[config.mk]
export PLATFORM = sky130hd
export DESIGN_NAME = execute_stage_flat
export DESIGN_NICKNAME = d
export VERILOG_FILES = /design/src/rtl/execute_stage_pkg.sv /design/src/rtl/execute_stage_if.sv /design/src/rtl/alu.sv /design/src/rtl/execute_stage.sv /design/src/flat_wrapper.sv
export SDC_FILE = /design/constraint.sdc
export NUM_CORES = 1
export LEC_CHECK = 0
export CORE_MARGIN = 2
export CORE_UTILIZATION = 40
export CTS_CLUSTER_DIAMETER = 200
export CTS_CLUSTER_SIZE = 24
export DETAILED_ROUTE_END_ITERATION = 12
export PLACE_DENSITY = 0.7
export SYNTH_ARGS = -nofsm -noshare
export SYNTH_HDL_FRONTEND = slang
export SYNTH_SLANG_ARGS = --single-unit
[constraint.sdc]
create_clock -name clk -period 15.7 [get_ports clk]
set_input_delay 3.925 -clock clk [delete_from_list [all_inputs] [get_ports clk]]
set_output_delay 3.925 -clock clk [all_outputs]
set_load 0.01 [all_outputs]
[src/rtl/execute_stage_pkg.sv]
// Shared pipeline constants: ALU operation codes, forward-select codes and the E/M register layout.
// Decode and the hazard unit import the same definitions.
package execute_stage_pkg;

    localparam logic [2:0] AluAdd = 3'b000;
    localparam logic [2:0] AluSub = 3'b001;
    localparam logic [2:0] AluAnd = 3'b010;
    localparam logic [2:0] AluOr  = 3'b011;
    localparam logic [2:0] AluSlt = 3'b101;

    localparam logic [1:0] FwdReg        = 2'b00;
    localparam logic [1:0] FwdResultW    = 2'b01;
    localparam logic [1:0] FwdAluResultM = 2'b10;

    typedef struct packed {
        logic        reg_write;
        logic        mem_write;
        logic        result_src;
        logic [4:0]  rd;
        logic [31:0] alu_result;
        logic [31:0] write_data;
        logic [31:0] pc_plus4;
    } em_t;

    // Select code 11 is unused by the hazard unit and falls back to the register value.
    function automatic logic [31:0] fwd_sel(input logic [1:0]  sel,
                                            input logic [31:0] reg_val,
                                            input logic [31:0] result_w,
                                            input logic [31:0] alu_result_m);
        logic [31:0] val;
        case (sel)
            FwdResultW:    val = result_w;
            FwdAluResultM: val = alu_result_m;
            default:       val = reg_val;
        endcase
        return val;
    endfunction

endpackage

[src/rtl/execute_stage_if.sv]
// Decode-to-execute inputs and execute-to-memory outputs of the execute stage.
// The slave modport is the stage itself; master is the surrounding pipeline.
interface execute_stage_if #(
    parameter int unsigned XLEN = 32
);
    logic            RegWriteE;
    logic            ALUSrcE;
    logic            MemWriteE;
    logic            ResultSrcE;
    logic            BranchE;
    logic [2:0]      ALUControlE;
    logic [XLEN-1:0] RD1_E;
    logic [XLEN-1:0] RD2_E;
    logic [XLEN-1:0] Imm_Ext_E;
    logic [XLEN-1:0] PCE;
    logic [XLEN-1:0] PCPlus4E;
    logic [4:0]      RD_E;
    logic [1:0]      ForwardAE;
    logic [1:0]      ForwardBE;
    logic [XLEN-1:0] ResultW;

    logic            PCSrcE;
    logic [XLEN-1:0] PCTargetE;
    logic            RegWriteM;
    logic            MemWriteM;
    logic            ResultSrcM;
    logic [4:0]      RD_M;
    logic [XLEN-1:0] ALUResultM;
    logic [XLEN-1:0] WriteDataM;
    logic [XLEN-1:0] PCPlus4M;

    modport master (
        output RegWriteE, ALUSrcE, MemWriteE, ResultSrcE, BranchE, ALUControlE,
               RD1_E, RD2_E, Imm_Ext_E, PCE, PCPlus4E, RD_E, ForwardAE, ForwardBE, ResultW,
        input  PCSrcE, PCTargetE, RegWriteM, MemWriteM, ResultSrcM, RD_M,
               ALUResultM, WriteDataM, PCPlus4M
    );

    modport slave (
        input  RegWriteE, ALUSrcE, MemWriteE, ResultSrcE, BranchE, ALUControlE,
               RD1_E, RD2_E, Imm_Ext_E, PCE, PCPlus4E, RD_E, ForwardAE, ForwardBE, ResultW,
        output PCSrcE, PCTargetE, RegWriteM, MemWriteM, ResultSrcM, RD_M,
               ALUResultM, WriteDataM, PCPlus4M
    );

endinterface

[src/rtl/alu.sv]
// Combinational ALU: add, sub, and, or, signed slt; unassigned codes produce 0.
module alu
    import execute_stage_pkg::*;
#(
    parameter int unsigned XLEN = 32
) (
    input  logic [XLEN-1:0] a_i,
    input  logic [XLEN-1:0] b_i,
    input  logic [2:0]      alu_control_i,
    output logic [XLEN-1:0] result_o,
    output logic            zero_o
);

    always_comb begin
        result_o = '0;
        case (alu_control_i)
            AluAdd:  result_o = a_i + b_i;
            AluSub:  result_o = a_i - b_i;
            AluAnd:  result_o = a_i & b_i;
            AluOr:   result_o = a_i | b_i;
            AluSlt:  result_o = {{(XLEN-1){1'b0}}, ($signed(a_i) < $signed(b_i))};
            default: result_o = '0;
        endcase
    end

    assign zero_o = (result_o == '0);

endmodule

[src/rtl/execute_stage.sv]
// Execute stage: operand forwarding, ALU, beq resolution and the E/M pipeline register.
module execute_stage
    import execute_stage_pkg::*;
#(
    parameter int unsigned XLEN = 32
) (
    input  logic           clk,
    input  logic           rst,
    execute_stage_if.slave bus
);

    logic [XLEN-1:0] src_a_e;
    logic [XLEN-1:0] src_b_e;
    logic [XLEN-1:0] write_data_e;
    logic [XLEN-1:0] alu_result_e;
    logic            zero_e;
    em_t             em_d;
    em_t             em_q;

    // ALUResultM is the registered value, so a dependent op right behind needs no bubble.
    assign src_a_e      = fwd_sel(bus.ForwardAE, bus.RD1_E, bus.ResultW, em_q.alu_result);
    assign write_data_e = fwd_sel(bus.ForwardBE, bus.RD2_E, bus.ResultW, em_q.alu_result);
    assign src_b_e      = bus.ALUSrcE ? bus.Imm_Ext_E : write_data_e;

    alu #(
        .XLEN (XLEN)
    ) u_alu (
        .a_i           (src_a_e),
        .b_i           (src_b_e),
        .alu_control_i (bus.ALUControlE),
        .result_o      (alu_result_e),
        .zero_o        (zero_e)
    );

    assign bus.PCSrcE    = bus.BranchE & zero_e;
    assign bus.PCTargetE = bus.PCE + bus.Imm_Ext_E;

    always_comb begin
        em_d            = '0;
        em_d.reg_write  = bus.RegWriteE;
        em_d.mem_write  = bus.MemWriteE;
        em_d.result_src = bus.ResultSrcE;
        em_d.rd         = bus.RD_E;
        em_d.alu_result = alu_result_e;
        em_d.write_data = write_data_e;
        em_d.pc_plus4   = bus.PCPlus4E;
    end

    always_ff @(posedge clk) begin
        if (!rst) begin
            em_q <= '0;
        end else begin
            em_q <= em_d;
        end
    end

    assign bus.RegWriteM  = em_q.reg_write;
    assign bus.MemWriteM  = em_q.mem_write;
    assign bus.ResultSrcM = em_q.result_src;
    assign bus.RD_M       = em_q.rd;
    assign bus.ALUResultM = em_q.alu_result;
    assign bus.WriteDataM = em_q.write_data;
    assign bus.PCPlus4M   = em_q.pc_plus4;

endmodule

[src/flat_wrapper.sv]
// flat-port wrapper written by rule: the top's interface ports become plain ports
module execute_stage_flat import execute_stage_pkg::*;
#(
    parameter int unsigned XLEN = 32
)
  (clk, rst, bus_RegWriteE, bus_ALUSrcE, bus_MemWriteE, bus_ResultSrcE, bus_BranchE, bus_ALUControlE, bus_RD1_E, bus_RD2_E, bus_Imm_Ext_E, bus_PCE, bus_PCPlus4E, bus_RD_E, bus_ForwardAE, bus_ForwardBE, bus_ResultW, bus_PCSrcE, bus_PCTargetE, bus_RegWriteM, bus_MemWriteM, bus_ResultSrcM, bus_RD_M, bus_ALUResultM, bus_WriteDataM, bus_PCPlus4M);
  execute_stage_if #(.XLEN(XLEN)) bus_i ();
  input  logic clk;
  input  logic rst;
  input wire logic [$bits(bus_i.RegWriteE)-1:0] bus_RegWriteE;
  input wire logic [$bits(bus_i.ALUSrcE)-1:0] bus_ALUSrcE;
  input wire logic [$bits(bus_i.MemWriteE)-1:0] bus_MemWriteE;
  input wire logic [$bits(bus_i.ResultSrcE)-1:0] bus_ResultSrcE;
  input wire logic [$bits(bus_i.BranchE)-1:0] bus_BranchE;
  input wire logic [$bits(bus_i.ALUControlE)-1:0] bus_ALUControlE;
  input wire logic [$bits(bus_i.RD1_E)-1:0] bus_RD1_E;
  input wire logic [$bits(bus_i.RD2_E)-1:0] bus_RD2_E;
  input wire logic [$bits(bus_i.Imm_Ext_E)-1:0] bus_Imm_Ext_E;
  input wire logic [$bits(bus_i.PCE)-1:0] bus_PCE;
  input wire logic [$bits(bus_i.PCPlus4E)-1:0] bus_PCPlus4E;
  input wire logic [$bits(bus_i.RD_E)-1:0] bus_RD_E;
  input wire logic [$bits(bus_i.ForwardAE)-1:0] bus_ForwardAE;
  input wire logic [$bits(bus_i.ForwardBE)-1:0] bus_ForwardBE;
  input wire logic [$bits(bus_i.ResultW)-1:0] bus_ResultW;
  output wire logic [$bits(bus_i.PCSrcE)-1:0] bus_PCSrcE;
  output wire logic [$bits(bus_i.PCTargetE)-1:0] bus_PCTargetE;
  output wire logic [$bits(bus_i.RegWriteM)-1:0] bus_RegWriteM;
  output wire logic [$bits(bus_i.MemWriteM)-1:0] bus_MemWriteM;
  output wire logic [$bits(bus_i.ResultSrcM)-1:0] bus_ResultSrcM;
  output wire logic [$bits(bus_i.RD_M)-1:0] bus_RD_M;
  output wire logic [$bits(bus_i.ALUResultM)-1:0] bus_ALUResultM;
  output wire logic [$bits(bus_i.WriteDataM)-1:0] bus_WriteDataM;
  output wire logic [$bits(bus_i.PCPlus4M)-1:0] bus_PCPlus4M;
  assign bus_i.RegWriteE = bus_RegWriteE;
  assign bus_i.ALUSrcE = bus_ALUSrcE;
  assign bus_i.MemWriteE = bus_MemWriteE;
  assign bus_i.ResultSrcE = bus_ResultSrcE;
  assign bus_i.BranchE = bus_BranchE;
  assign bus_i.ALUControlE = bus_ALUControlE;
  assign bus_i.RD1_E = bus_RD1_E;
  assign bus_i.RD2_E = bus_RD2_E;
  assign bus_i.Imm_Ext_E = bus_Imm_Ext_E;
  assign bus_i.PCE = bus_PCE;
  assign bus_i.PCPlus4E = bus_PCPlus4E;
  assign bus_i.RD_E = bus_RD_E;
  assign bus_i.ForwardAE = bus_ForwardAE;
  assign bus_i.ForwardBE = bus_ForwardBE;
  assign bus_i.ResultW = bus_ResultW;
  assign bus_PCSrcE = bus_i.PCSrcE;
  assign bus_PCTargetE = bus_i.PCTargetE;
  assign bus_RegWriteM = bus_i.RegWriteM;
  assign bus_MemWriteM = bus_i.MemWriteM;
  assign bus_ResultSrcM = bus_i.ResultSrcM;
  assign bus_RD_M = bus_i.RD_M;
  assign bus_ALUResultM = bus_i.ALUResultM;
  assign bus_WriteDataM = bus_i.WriteDataM;
  assign bus_PCPlus4M = bus_i.PCPlus4M;
  execute_stage #(.XLEN(XLEN)) u_core (.clk(clk), .rst(rst), .bus(bus_i));
endmodule
* Word-level counts from Yosys, hierarchy flattened
Index checks and enable logic that the tools add are counted.
** Word-level totals
- Word-level logic and storage cells :: 28
- Input bits :: 211
- Bits in registers :: 104
- Output and inout bits :: 137
** Cells by class
- Multiplexer cells :: 4
- Bitwise gates (word level) :: 3
- Eq/ne operators :: 8
- Magnitude comparators :: 1
- Add/subtract/negate cells :: 3
- Reduce and logical (&&, ||, !) cells :: 2
** Operators by type and width (count)
- $pmux 32 s5 :: 1
- $pmux 32 s2 :: 2
- $add 32x32->32 :: 2
- $and 32x32->32 :: 1
- $logic_not 32->1 :: 1
- $lt 32x32->1 :: 1
- $mux 32 :: 1
- $or 32x32->32 :: 1
- $sub 32x32->32 :: 1
- $eq 3x2->1 const B :: 2
- $eq 2x1->1 const B :: 2
- $eq 2x2->1 const B :: 2
- $eq 3x1->1 const B :: 1
- $eq 3x3->1 const B :: 1
- $logic_not 3->1 :: 1
- $and 1x1->1 :: 1

* Logic depth before layout (Yosys ltp)
Gate-level depths: netlist of the first run.
- Depth in word-level cells :: 7
- Gate-level depth with buffers :: 21
- Gate-level depth less buffers :: 20

* By module
Synthesis of the first run repeated with hierarchy kept, for this count alone.
** Unflattened totals
- Cells, all modules :: 1563
- Area total of the unflattened synthesis :: 11324.6 um^2
** Modules (own cells, without submodules)
- execute_stage :: cells each 745, area each 5959.5 um^2, instances 1, sequential area each 2082.0 um^2
- alu :: cells each 818, area each 5365.1 um^2, instances 1, sequential area each 0.0 um^2

* Least setup slack after synthesis of the first run
OpenSTA, ideal clock, no wires.
- Kind :: input to output
- Start point :: in bus_ForwardBE[0]
- End point :: out bus_PCSrcE
- Data required time :: 11.775 ns
- Cell stages on the path :: 20
- Data arrival time :: 8.606 ns
- Path buffers :: 2
- Setup slack :: 3.169 ns
- Path through :: inv_1 ha_1 clkbuf_1 buf_1 a21oi_1 o21ai_0 ha_1 inv_1 fa_1 nand2b_2 a211oi_2 o41ai_4 a211oi_4 nor3_1 a211o_1 a2111o_1 nor4_2 or4b_1 or4_1 nor2_1
** On the way
- Cells in the longest elaborated chain, start to end :: 7
- Elaborated cells between the ends (all ways) :: 12
- Classes of those cells :: add/sub: 2; order compare: 1; eq/ne: 2; mux: 3; bitwise: 3; reduce/logical: 1
** Ends and longest elaborated chain
- start, declared :: RTL line flat_wrapper.sv:23 : input wire logic [$bits(bus_i.ForwardBE)-1:0] bus_ForwardBE;
- $eq 2x2->1 or $eq 2x1->1 (tied branches) :: RTL line execute_stage_pkg.sv:31 : case (sel)
- $pmux 32 s2 (*) :: RTL line execute_stage_pkg.sv:31
- $mux 32 (*) :: RTL line execute_stage.sv:23 : assign src_b_e = bus.ALUSrcE ? bus.Imm_Ext_E : write_data_e;
- $sub 32x32->32, or another cell as far along :: RTL line alu.sv:18 : AluSub: result_o = a_i - b_i;
- $pmux 32 s5 (*) :: RTL line alu.sv:16 : case (alu_control_i)
- $logic_not 32->1 (*) :: RTL line alu.sv:26 : assign zero_o = (result_o == '0);
- $and 1x1->1 (*) :: RTL line execute_stage.sv:35 : assign bus.PCSrcE = bus.BranchE & zero_e;
- end, declared :: RTL line flat_wrapper.sv:25 : output wire logic [$bits(bus_i.PCSrcE)-1:0] bus_PCSrcE;
Every way passes the cells marked *; elsewhere a longest branch is shown, timed or not.

* Worst setup path in the final report of the first run
- Start point :: in bus_ForwardBE[1]
- End point :: out bus_PCSrcE
The elaborated chain is that of the path after synthesis.

==> impl_metrics.json, run 1 <==
{
  "status": "complete, no violations",
  "row_count": 60,
  "p_leak_nw": 6.23,
  "crit_path_end_kind": "primary output",
  "yosysSeqAreaShare": 0.188,
  "dp_hpwl_microns": 39000,
  "synth_fp_nets": 1897,
  "rr_endpoint": "u_core.bus.ALUResultM[28]",
  "synthFlopType": "dfxtp_1",
  "met2_length_microns": 21300,
  "power-per-cell-area_nw_per_um2": 77.9,
  "postSynthCellCount": 1539,
  "grt_max_degree": 66,
  "drtPass1Iterations": 7,
  "power.total_mw": 1.17,
  "syn_area_per_cell_sq_um": 7.18,
  "start_util": 0.409,
  "synth_seq_cells": 104,
  "grt-ovfl-total": 0,
  "grt_pass1_wl_microns": 70500,
  "netlist.area_leader.share": 0.188,
  "cts_htree_levels": 3,
  "synthArstFlopShare": 0,
  "final_net_count": 2175,
  "met1_length_microns": 21300,
  "viasPerCell": 5.90,
  "max_stage_delay_ps": 600,
  "crit_slowest_cell": "ha_2",
  "ys_types": 75,
  "crit_type": "in2out",
  "die_w_microns": 170,
  "hp-class": "reg2reg",
  "grt_pass1_vias": 11739,
  "drtAntennaViolNets": 0,
  "holdCritStartpoint": "u_core.bus.ALUResultM[16]",
  "rsz0062_at_grt": "false",
  "fmax_mhz": 68.8,
  "worstMarginPinSlew_ps": 1110,
  "path_cells": "clkdlybuf4s50_1 > ha_2 > a22oi_1 > nor2_1 > a21oi_1 > o21ai_0 > ha_1 > inv_1 > fa_1 > nand2b_2 > a211oi_2 > o41ai_4 > a211oi_1 > nor4b_1 > a211o_1 > mux2_2 > a221oi_1 > nand4_1 > or4_1 > nor2_1 > clkdlybuf4s50_1",
  "slew_viol_final": 0,
  "finalInstanceArea_sq_um": 15000,
  "drtIter0Drc": 1731,
  "hold_ws_ps": 717,
  "peakVddDrop_mv": 0.0538,
  "hold_buffers": 0,
  "cts-resized-gates": 0,
  "port-buffer-count": 347,
  "rrSetupSlack_ps": 10940,
  "cts_made_buffers": 9,
  "startpoint_type": "input pin",
  "fp.dieH_microns": 170,
  "arrival_ps": 10610,
  "hold_path_depth": 4,
  "rr_worst_depth": 16,
  "cts.clk_slew.worst_paths_ps": 80,
  "core_sq_um": 27000,
  "clock_skew_ps": 18.6,
  "reg2reg_from": "u_core.bus.ALUResultM[0]",
  "cp.required_ps": 11770,
  "ys_top_cells_by_area": "dfxtp_1 19%, ha_1 16%, nor2_1 6.0%, o21ai_0 5.6%, a21oi_1 5.5%",
  "syn_to_final_growth_pct": 35.9,
  "placed_area_sq_um": 14700,
  "fin_crit_ps": 14530,
  "drt_wl_total_microns": 48100,
  "drc": 0,
  "ys_warn_count": 0,
  "final_core_util": 0.556,
  "layoutNonFillerInstCount": 2166,
  "cts.sinks": 104,
  "ios": 348,
  "hold_violations": 0,
  "cp_max_fo": 32,
  "dr_total_vias": 12785,
  "place_congestion": 0.977,
  "synthesis.area_sq_um": 11100,
  "setup_ws_ps": 1170,
  "yosys.area.top_type": "dfxtp_1",
  "cts_tree": "done",
  "clock-root-buffer": "clkbuf_16",
  "synth_edf_count": 0,
  "ctsLongestPathBuffers": 2,
  "avgRoutedWirePerCell_microns": 22.2,
  "drive_above_1_share": 0.0313,
  "clk_latency_ps": 370,
  "fillCellCount": 2567,
  "setup_viol": 0,
  "met3_length_microns": 4490,
  "track_usage": 0.317,
  "dieArea_sq_um": 29000,
  "highest_layer": "met5",
  "slew_headroom": 0.243,
  "post-cts-setup-buffer-count": 0,
  "setup_tns_ps": 0,
  "period_share": 0.926,
  "dp_cells": 2147,
  "hold_end": "u_core.bus.WriteDataM[16]",
  "drv_cap": 0,
  "synth_most_common_cell": "nor2_1",
  "dp_worst_setup_slack_ps": 1320,
  "antenna_found_initial": 5,
  "synth_common_cells": "178 x nor2_1, 144 x ha_1, 123 x o21ai_0, 122 x a21oi_1, 120 x nand2_1"
}
[worst max-delay path, delay by kind of cell]
| family | cells | cell delay, ps |
|---|---|---|
| multiplexers | 1 | 290 |
| AO/OA/AOI/OAI | 8 | 2600 |
| AND/OR/NAND/NOR | 6 | 1280 |
| buffers and inverters | 3 | 1140 |
| adder cells (fa/ha/maj) | 3 | 1330 |
[registers in the layout (all words and copies together), names as in the netlist]
register,flops
u_core.bus.ResultSrcM,1
u_core.bus.RegWriteM,1
u_core.bus.RD_M,5
u_core.bus.WriteDataM,32
u_core.bus.PCPlus4M,32
u_core.bus.MemWriteM,1
u_core.bus.ALUResultM,32
[how the worst max path moves through the flow]
stage / startpoint / end / slack (ps)
final: bus_ForwardBE[1] / bus_PCSrcE / 1170
after global routing: bus_ForwardBE[0] / bus_PCSrcE / 880
after CTS: bus_ForwardBE[1] / bus_PCSrcE / 1310
after detailed placement: bus_ForwardBE[1] / bus_PCSrcE / 1320
after global placement: bus_ForwardBE[0] / bus_PCSrcE / 1320
after floorplan: bus_ForwardBE[0] / bus_PCSrcE / 3170
[logic make-up after synthesis]
| kind of cell | Yosys count | share of synthesized area |
|---|---|---|
| and+or+nand+nor | 512 | 0.220 |
| DFF | 104 | 0.188 |
| adders and majority gates | 147 | 0.168 |
| muxes | 15 | 0.0137 |
| buffers and inverters | 210 | 0.0730 |
| xor gates and xnor gates | 44 | 0.0349 |
| AOI/OAI and AO/OA | 507 | 0.301 |
[layout make-up]
cell class,instances,area [sq um],area share
diodes,3,7.51,0.000500
multi-input cells,1225,8170,0.544
clock inverters,7,91.3,0.00608
flip-flops and latches,104,2080,0.139
inverters,112,420,0.0280
clock buffers,9,225,0.0150
well taps,341,427,0.0284
repair buffers,365,3600,0.240
[where the power goes]
group | switching, mW | internal [mW] | total (mW) | leakage [nW]
registers | 0.0119 | 0.283 | 0.295 | 0.860
logic | 0.362 | 0.271 | 0.632 | 5.22
clock network | 0.128 | 0.116 | 0.244 | 0.152
total | 0.501 | 0.670 | 1.17 | 6.23
[per-layer routing]
layer / vias to the layer above / global-route usage
met4: 4 / 0.0881
li1: 6048 / -
met2: 703 / 0.494
met3: 68 / 0.0523
met5: - / 0
met1: 5962 / 0.448
[layout by cell type, fill, tap and decap left out, drive strengths merged, types with 9 or more instances in the layout]
| master | instances |
|---|---|
| xor2 | 9 |
| nor3 | 33 |
| dfxtp | 104 |
| a2111oi | 9 |
| o21ai | 123 |
| nand3 | 26 |
| or3 | 9 |
| xnor2 | 35 |
| mux2i | 14 |
| a22oi | 66 |
| inv | 115 |
| o21a | 14 |
| nor2 | 179 |
| clkdlybuf4s50 | 345 |
| a21o | 31 |
| nand2 | 120 |
| and3 | 13 |
| nor4 | 15 |
| buf | 20 |
| a21oi | 122 |
| nor2b | 13 |
| nand4 | 16 |
| and2 | 53 |
| clkbuf | 9 |
| a31oi | 14 |
| nand2b | 15 |
| o31ai | 11 |
| o211ai | 14 |
| a211oi | 35 |
| ha | 144 |
(Power assumes the default switching activity.)
==> run 2: changes to the inputs <==
PLACE_DENSITY = unset   (was 0.7)
PLACE_DENSITY_LB_ADDON = 0.12   (was unset)
==> run 2 against run 1 <==
Routed wire length rose by 1.2%. Setup slack improved by 91 ps. Combinational power hardly changed. Design area is 0.27% lower. Sequential cell count stayed put. Die area stayed put. Sequential share of layout area about the same. Cell count is 0.23% lower. Largest cell class unchanged.
==> impl_metrics.json, run 2 (synthesized netlist as in run 1, its figures left out) <==
{
  "status": "complete, no violations",
  "power-per-cell-area_nw_per_um2": 77.9,
  "crit_path_end_kind": "primary output",
  "viasPerCell": 5.87,
  "fillCellCount": 2627,
  "grt-ovfl-total": 0,
  "grt_pass1_wl_microns": 71500,
  "fin_crit_ps": 14440,
  "cp.required_ps": 11770,
  "path_cells": "clkdlybuf4s50_1 > ha_2 > a22oi_1 > nor2_1 > a21oi_1 > o21ai_0 > ha_1 > inv_1 > fa_1 > nand2b_2 > a211oi_2 > o41ai_4 > a211oi_1 > nor4b_1 > a211o_1 > mux2_2 > a221oi_1 > nand4_1 > or4_1 > nor2_1 > clkdlybuf4s50_1",
  "hold_violations": 0,
  "dr_total_vias": 12691,
  "fmax_mhz": 69.2,
  "grt_max_degree": 65,
  "hold_ws_ps": 682,
  "setup_viol": 0,
  "clk_latency_ps": 370,
  "drtPass1Iterations": 6,
  "avgRoutedWirePerCell_microns": 22.5,
  "dieArea_sq_um": 29000,
  "max_stage_delay_ps": 670,
  "post-cts-setup-buffer-count": 0,
  "period_share": 0.920,
  "path_delay_family": "compound AO/OA/AOI/OAI gates",
  "grt_pass1_vias": 11706,
  "setup_ws_ps": 1260,
  "rrSetupSlack_ps": 10960,
  "ctsLongestPathBuffers": 2,
  "clock-root-buffer": "clkbuf_16",
  "p_leak_nw": 6.21,
  "core_sq_um": 27000,
  "hold_buffers": 0,
  "crit_slowest_cell": "a221oi_1",
  "slew_headroom": 0.249,
  "fp.dieH_microns": 170,
  "cts-resized-gates": 0,
  "clock_skew_ps": 17.3,
  "ios": 348,
  "drc": 0,
  "peakVddDrop_mv": 0.0456,
  "row_count": 60,
  "antenna_found_initial": 3,
  "dp_hpwl_microns": 39400,
  "drtIter0Drc": 1302,
  "place_congestion": 0.992,
  "port-buffer-count": 347,
  "cts_tree": "done",
  "dp_worst_setup_slack_ps": 1430,
  "syn_to_final_growth_pct": 35.5,
  "slew_viol_final": 0,
  "drv_cap": 0,
  "cts_htree_levels": 3,
  "cts.clk_slew.worst_paths_ps": 80,
  "layout_common_cells": "345 x clkdlybuf4s50_1, 178 x nor2_1, 142 x ha_1",
  "mostFrequentLayoutCell": "clkdlybuf4s50_1",
  "drive_above_1_share": 0.0297,
  "cp_max_fo": 32,
  "rsz0062_at_grt": "false",
  "worstMarginPinSlew_ps": 1120,
  "track_usage": 0.323,
  "cts.sinks": 104,
  "startpoint_type": "input pin",
  "arrival_ps": 10520,
  "placed_area_sq_um": 14700,
  "final_net_count": 2170,
  "drtAntennaViolNets": 0,
  "crit_type": "in2out",
  "hp-class": "reg2reg",
  "path_buf_inv": 3,
  "die_w_microns": 170,
  "setup_tns_ps": 0,
  "cts_made_buffers": 9,
  "start_util": 0.409,
  "finalInstanceArea_sq_um": 15000,
  "drt_wl_total_microns": 48700
}
==> run 2: cell types whose count changed in the layout (fill, tap and decap cells not counted), sizes merged <==
| cell | before | now |
|---|---|---|
| buf | 20 | 15 |
| clkinv | 4 | 5 |
| inv | 115 | 114 |
==> run 2: area by class of cell <==
type	count	area, sq um	area share
antenna	3	7.51	0.000501
clock buffer	9	225	0.0150
clock inverter	7	86.3	0.00576
inverter	112	420	0.0281
multi-input combinational	1225	8170	0.546
sequential	104	2080	0.139
tap	341	427	0.0285
timing repair buffer	360	3560	0.238
==> run 2: through the flow <==
stage / power [mW] / utilization / instances
after floorplan: 0.666 / - / 1539
after global placement: 0.918 / 0.543 / 2142
after detailed placement: 0.917 / 0.543 / 2142
after CTS: 1.16 / 0.554 / 2158
after global routing: 1.23 / 0.554 / 2161
final: 1.17 / 0.554 / 2161
==> run 2: worst min-delay path, cell delays in order, from the launching register on <==
cell     delay, ps
dfxtp_1        360
a22oi_1         90
nor2_1          80
a21oi_1         50
nor2_1          70
==> run 2: where the power goes <==
part	leakage, nW	total [mW]	internal [mW]	switching [mW]
sequential	0.860	0.295	0.283	0.0120
combinational	5.20	0.633	0.270	0.363
clock	0.150	0.239	0.114	0.125
==> run 2: metal layers <==
layer | GRT usage | up-vias | share of wire
li1 | - | 6029 | -
met1 | 0.450 | 5953 | 0.44
met2 | 0.526 | 635 | 0.45
met3 | 0.0433 | 74 | 0.081
met4 | 0.0814 | 0 | 0.023
met5 | 0 | - | 0
==> run 2: path summary, 6_finish.rpt <==
kind,startpoint,depth (start not counted),end
max,bus_ForwardBE[1],21,bus_PCSrcE
min,u_core.bus.ALUResultM[15],4,u_core.bus.WriteDataM[15]
max reg2reg,u_core.bus.ALUResultM[0],16,u_core.bus.ALUResultM[28]
min reg2reg,u_core.bus.ALUResultM[15],4,u_core.bus.WriteDataM[15]
==> run 3: changes to the inputs <==
--- a/config.mk
+++ b/config.mk
@@ -7,5 +7,5 @@
 export LEC_CHECK = 0
 export CORE_MARGIN = 2
-export CORE_UTILIZATION = 40
+export CORE_UTILIZATION = 35
 export CTS_CLUSTER_DIAMETER = 200
 export CTS_CLUSTER_SIZE = 24
==> constraint.sdc (replaced) <==
create_clock -name clk -period 15.7 [get_ports clk]
set_input_delay 4.71 -clock clk [delete_from_list [all_inputs] [get_ports clk]]
set_output_delay 4.71 -clock clk [all_outputs]
set_load 0.01 [all_outputs]
==> run 3 against run 2 <==
Die area rose by 14%. Fmax decreased by 7.0%. Non-clock buffer count rose by 42. Worst hold slack improved by 16 ps. First-iteration DRC count decreased by 12%. Setup slack worse by 1100 ps. Combinational power rose by 3.8%. Clock skew is 3.0 ps lower. Via count rose by 0.26%. Critical endpoint unchanged. Largest cell class unchanged. Largest power group unchanged.
==> impl_metrics.json, run 3 (synthesized netlist as in run 1, its figures left out) <==
{
  "status": "complete, no violations",
  "cts_tree": "done",
  "grt-ovfl-total": 0,
  "path_delay_family": "compound AO/OA/AOI/OAI gates",
  "met3_length_microns": 3700,
  "hold_path_depth": 4,
  "fillCellCount": 3228,
  "drtAntennaViolNets": 0,
  "highest_layer": "met5",
  "met2_length_microns": 23500,
  "crit_type": "in2out",
  "setup_viol": 0,
  "hold_buffers": 0,
  "dp_hpwl_microns": 41500,
  "drtPass1Iterations": 5,
  "clk_latency_ps": 370,
  "final_net_count": 2212,
  "p_seq_frac": 0.249,
  "path_cells": "clkdlybuf4s50_1 > inv_1 > ha_1 > buf_4 > a22oi_1 > o21ai_0 > ha_1 > nand2b_2 > a211oi_4 > o41ai_4 > a21oi_1 > a21o_1 > a221o_1 > a22oi_1 > o2111ai_1 > or4b_1 > or4_1 > nor2_1 > clkdlybuf4s50_1",
  "dieArea_sq_um": 33000,
  "placed_area_sq_um": 15000,
  "p_sw_mw": 0.504,
  "multi_input_area_sq_um": 8240,
  "finalInstanceArea_sq_um": 15400,
  "grt_max_degree": 50,
  "dp_cells": 2244,
  "dp_worst_setup_slack_ps": 111,
  "period_share": 0.989,
  "worstMarginPinSlew_ps": 832,
  "power.internal_mw": 0.685,
  "cts.clk_slew.worst_paths_ps": 80,
  "cp.required_ps": 10990,
  "register_area_sq_um": 2080,
  "ctsLongestPathBuffers": 2,
  "met1_length_microns": 22300,
  "fp.dieH_microns": 182,
  "dr_total_vias": 12724,
  "ios": 348,
  "crit_path_end_kind": "primary output",
  "grt_pass1_wl_microns": 74700,
  "setup_ws_ps": 171,
  "slew_viol_final": 0,
  "cp_max_fo": 10,
  "swShare": 0.424,
  "cts.sinks": 104,
  "setup_tns_ps": 0,
  "layout_common_cells": "345 x clkdlybuf4s50_1, 178 x nor2_1, 141 x ha_1",
  "place_congestion": 0.952,
  "rrSetupSlack_ps": 11370,
  "path_buf_inv": 4,
  "fmax_mhz": 64.4,
  "hold_violations": 0,
  "clock_skew_ps": 14.3,
  "hp-class": "reg2reg",
  "mostFrequentLayoutCell": "clkdlybuf4s50_1",
  "track_usage": 0.295,
  "drt_wl_total_microns": 50300,
  "p_leak_nw": 6.41,
  "rr_worst_depth": 17,
  "drive_above_1_share": 0.0543,
  "drtIter0Drc": 1140,
  "port-buffer-count": 347,
  "grt_pass1_vias": 11876,
  "holdCritStartpoint": "u_core.bus.ALUResultM[25]",
  "cts_htree_levels": 3,
  "fin_crit_ps": 15530,
  "antenna_found_initial": 3,
  "reg2reg_from": "u_core.bus.ALUResultM[0]",
  "core_sq_um": 31300,
  "drv_cap": 0,
  "clock-root-buffer": "clkbuf_16",
  "start_util": 0.353,
  "viasPerCell": 5.62,
  "power_frac_comb": 0.552,
  "hold_end": "u_core.bus.WriteDataM[25]",
  "drc": 0,
  "layoutNonFillerInstCount": 2263,
  "syn_to_final_growth_pct": 39.6,
  "crit_slowest_cell": "or4b_1",
  "max_stage_delay_ps": 650,
  "die_w_microns": 182,
  "avgRoutedWirePerCell_microns": 22.2,
  "arrival_ps": 10820,
  "peakVddDrop_mv": 0.0438,
  "rr_endpoint": "u_core.bus.ALUResultM[28]",
  "cp.depth": 19,
  "row_count": 65,
  "startpoint_type": "input pin",
  "hold_ws_ps": 698,
  "power-per-cell-area_nw_per_um2": 77.1,
  "clkPwrFrac": 0.199,
  "cts_made_buffers": 9,
  "slew_headroom": 0.440
}
==> run 3: changes by cell type in the layout (fill, tap and decap cells not counted), sizes merged <==
cell	previous run	this run
diode	3	2
buf	15	57
==> run 3: per-stage QoR <==
| step | total power [mW] | util |
|---|---|---|
| 2_1_floorplan | 0.666 | - |
| 3_3_place_gp | 0.938 | 0.480 |
| 3_5_place_dp | 0.939 | 0.480 |
| 4_1_cts | 1.18 | 0.490 |
| 5_1_grt | 1.26 | 0.493 |
| 6_report | 1.19 | 0.493 |
==> run 3: repair_timing <==
| action | CTS | global route |
|---|---|---|
| setup buffers | 0 | 1 |
| setup endpoints to repair | 0 | 1 |
| gates resized for setup | 0 | 24 |
==> run 3: area by class of cell <==
class / count / area share
inverters: 112 / 0.0272
multi-input cells: 1225 / 0.534
diodes: 2 / 0.000324
clock buffers: 9 / 0.0146
flip-flops and latches: 104 / 0.135
clock inverters: 7 / 0.00527
well taps: 402 / 0.0326
repair buffers: 402 / 0.251
==> run 3: power by group through the flow <==
stage / clock network, mW / logic [mW] / registers [mW]
2_1_floorplan: 0 / 0.359 / 0.307
3_3_place_gp: 0 / 0.637 / 0.302
3_5_place_dp: 0 / 0.638 / 0.302
4_1_cts: 0.243 / 0.641 / 0.296
5_1_grt: 0.253 / 0.710 / 0.297
6_report: 0.236 / 0.657 / 0.296
==> run 3: worst max-delay path by stage <==
stage                                 from          to
after floorplan           bus_ForwardBE[0]  bus_PCSrcE
after global placement    bus_ForwardBE[0]  bus_PCSrcE
after detailed placement  bus_ForwardBE[1]  bus_PCSrcE
after CTS                 bus_ForwardBE[1]  bus_PCSrcE
after global routing      bus_ForwardAE[1]  bus_PCSrcE
final                     bus_ForwardAE[1]  bus_PCSrcE
==> run 3: metal layers <==
metal / global-route usage / vias to the layer above
met5: 0 / -
met4: 0.0670 / 2
met3: 0.0495 / 51
met2: 0.488 / 547
met1: 0.401 / 6007
li1: - / 6117
==> run 3: worst min-delay path: cells and delay by family (launching register included) <==
family / cells / cell delay [ps]
AOI/OAI and AO/OA: 2 / 150
and+or+nand+nor: 2 / 150
DFF: 1 / 360
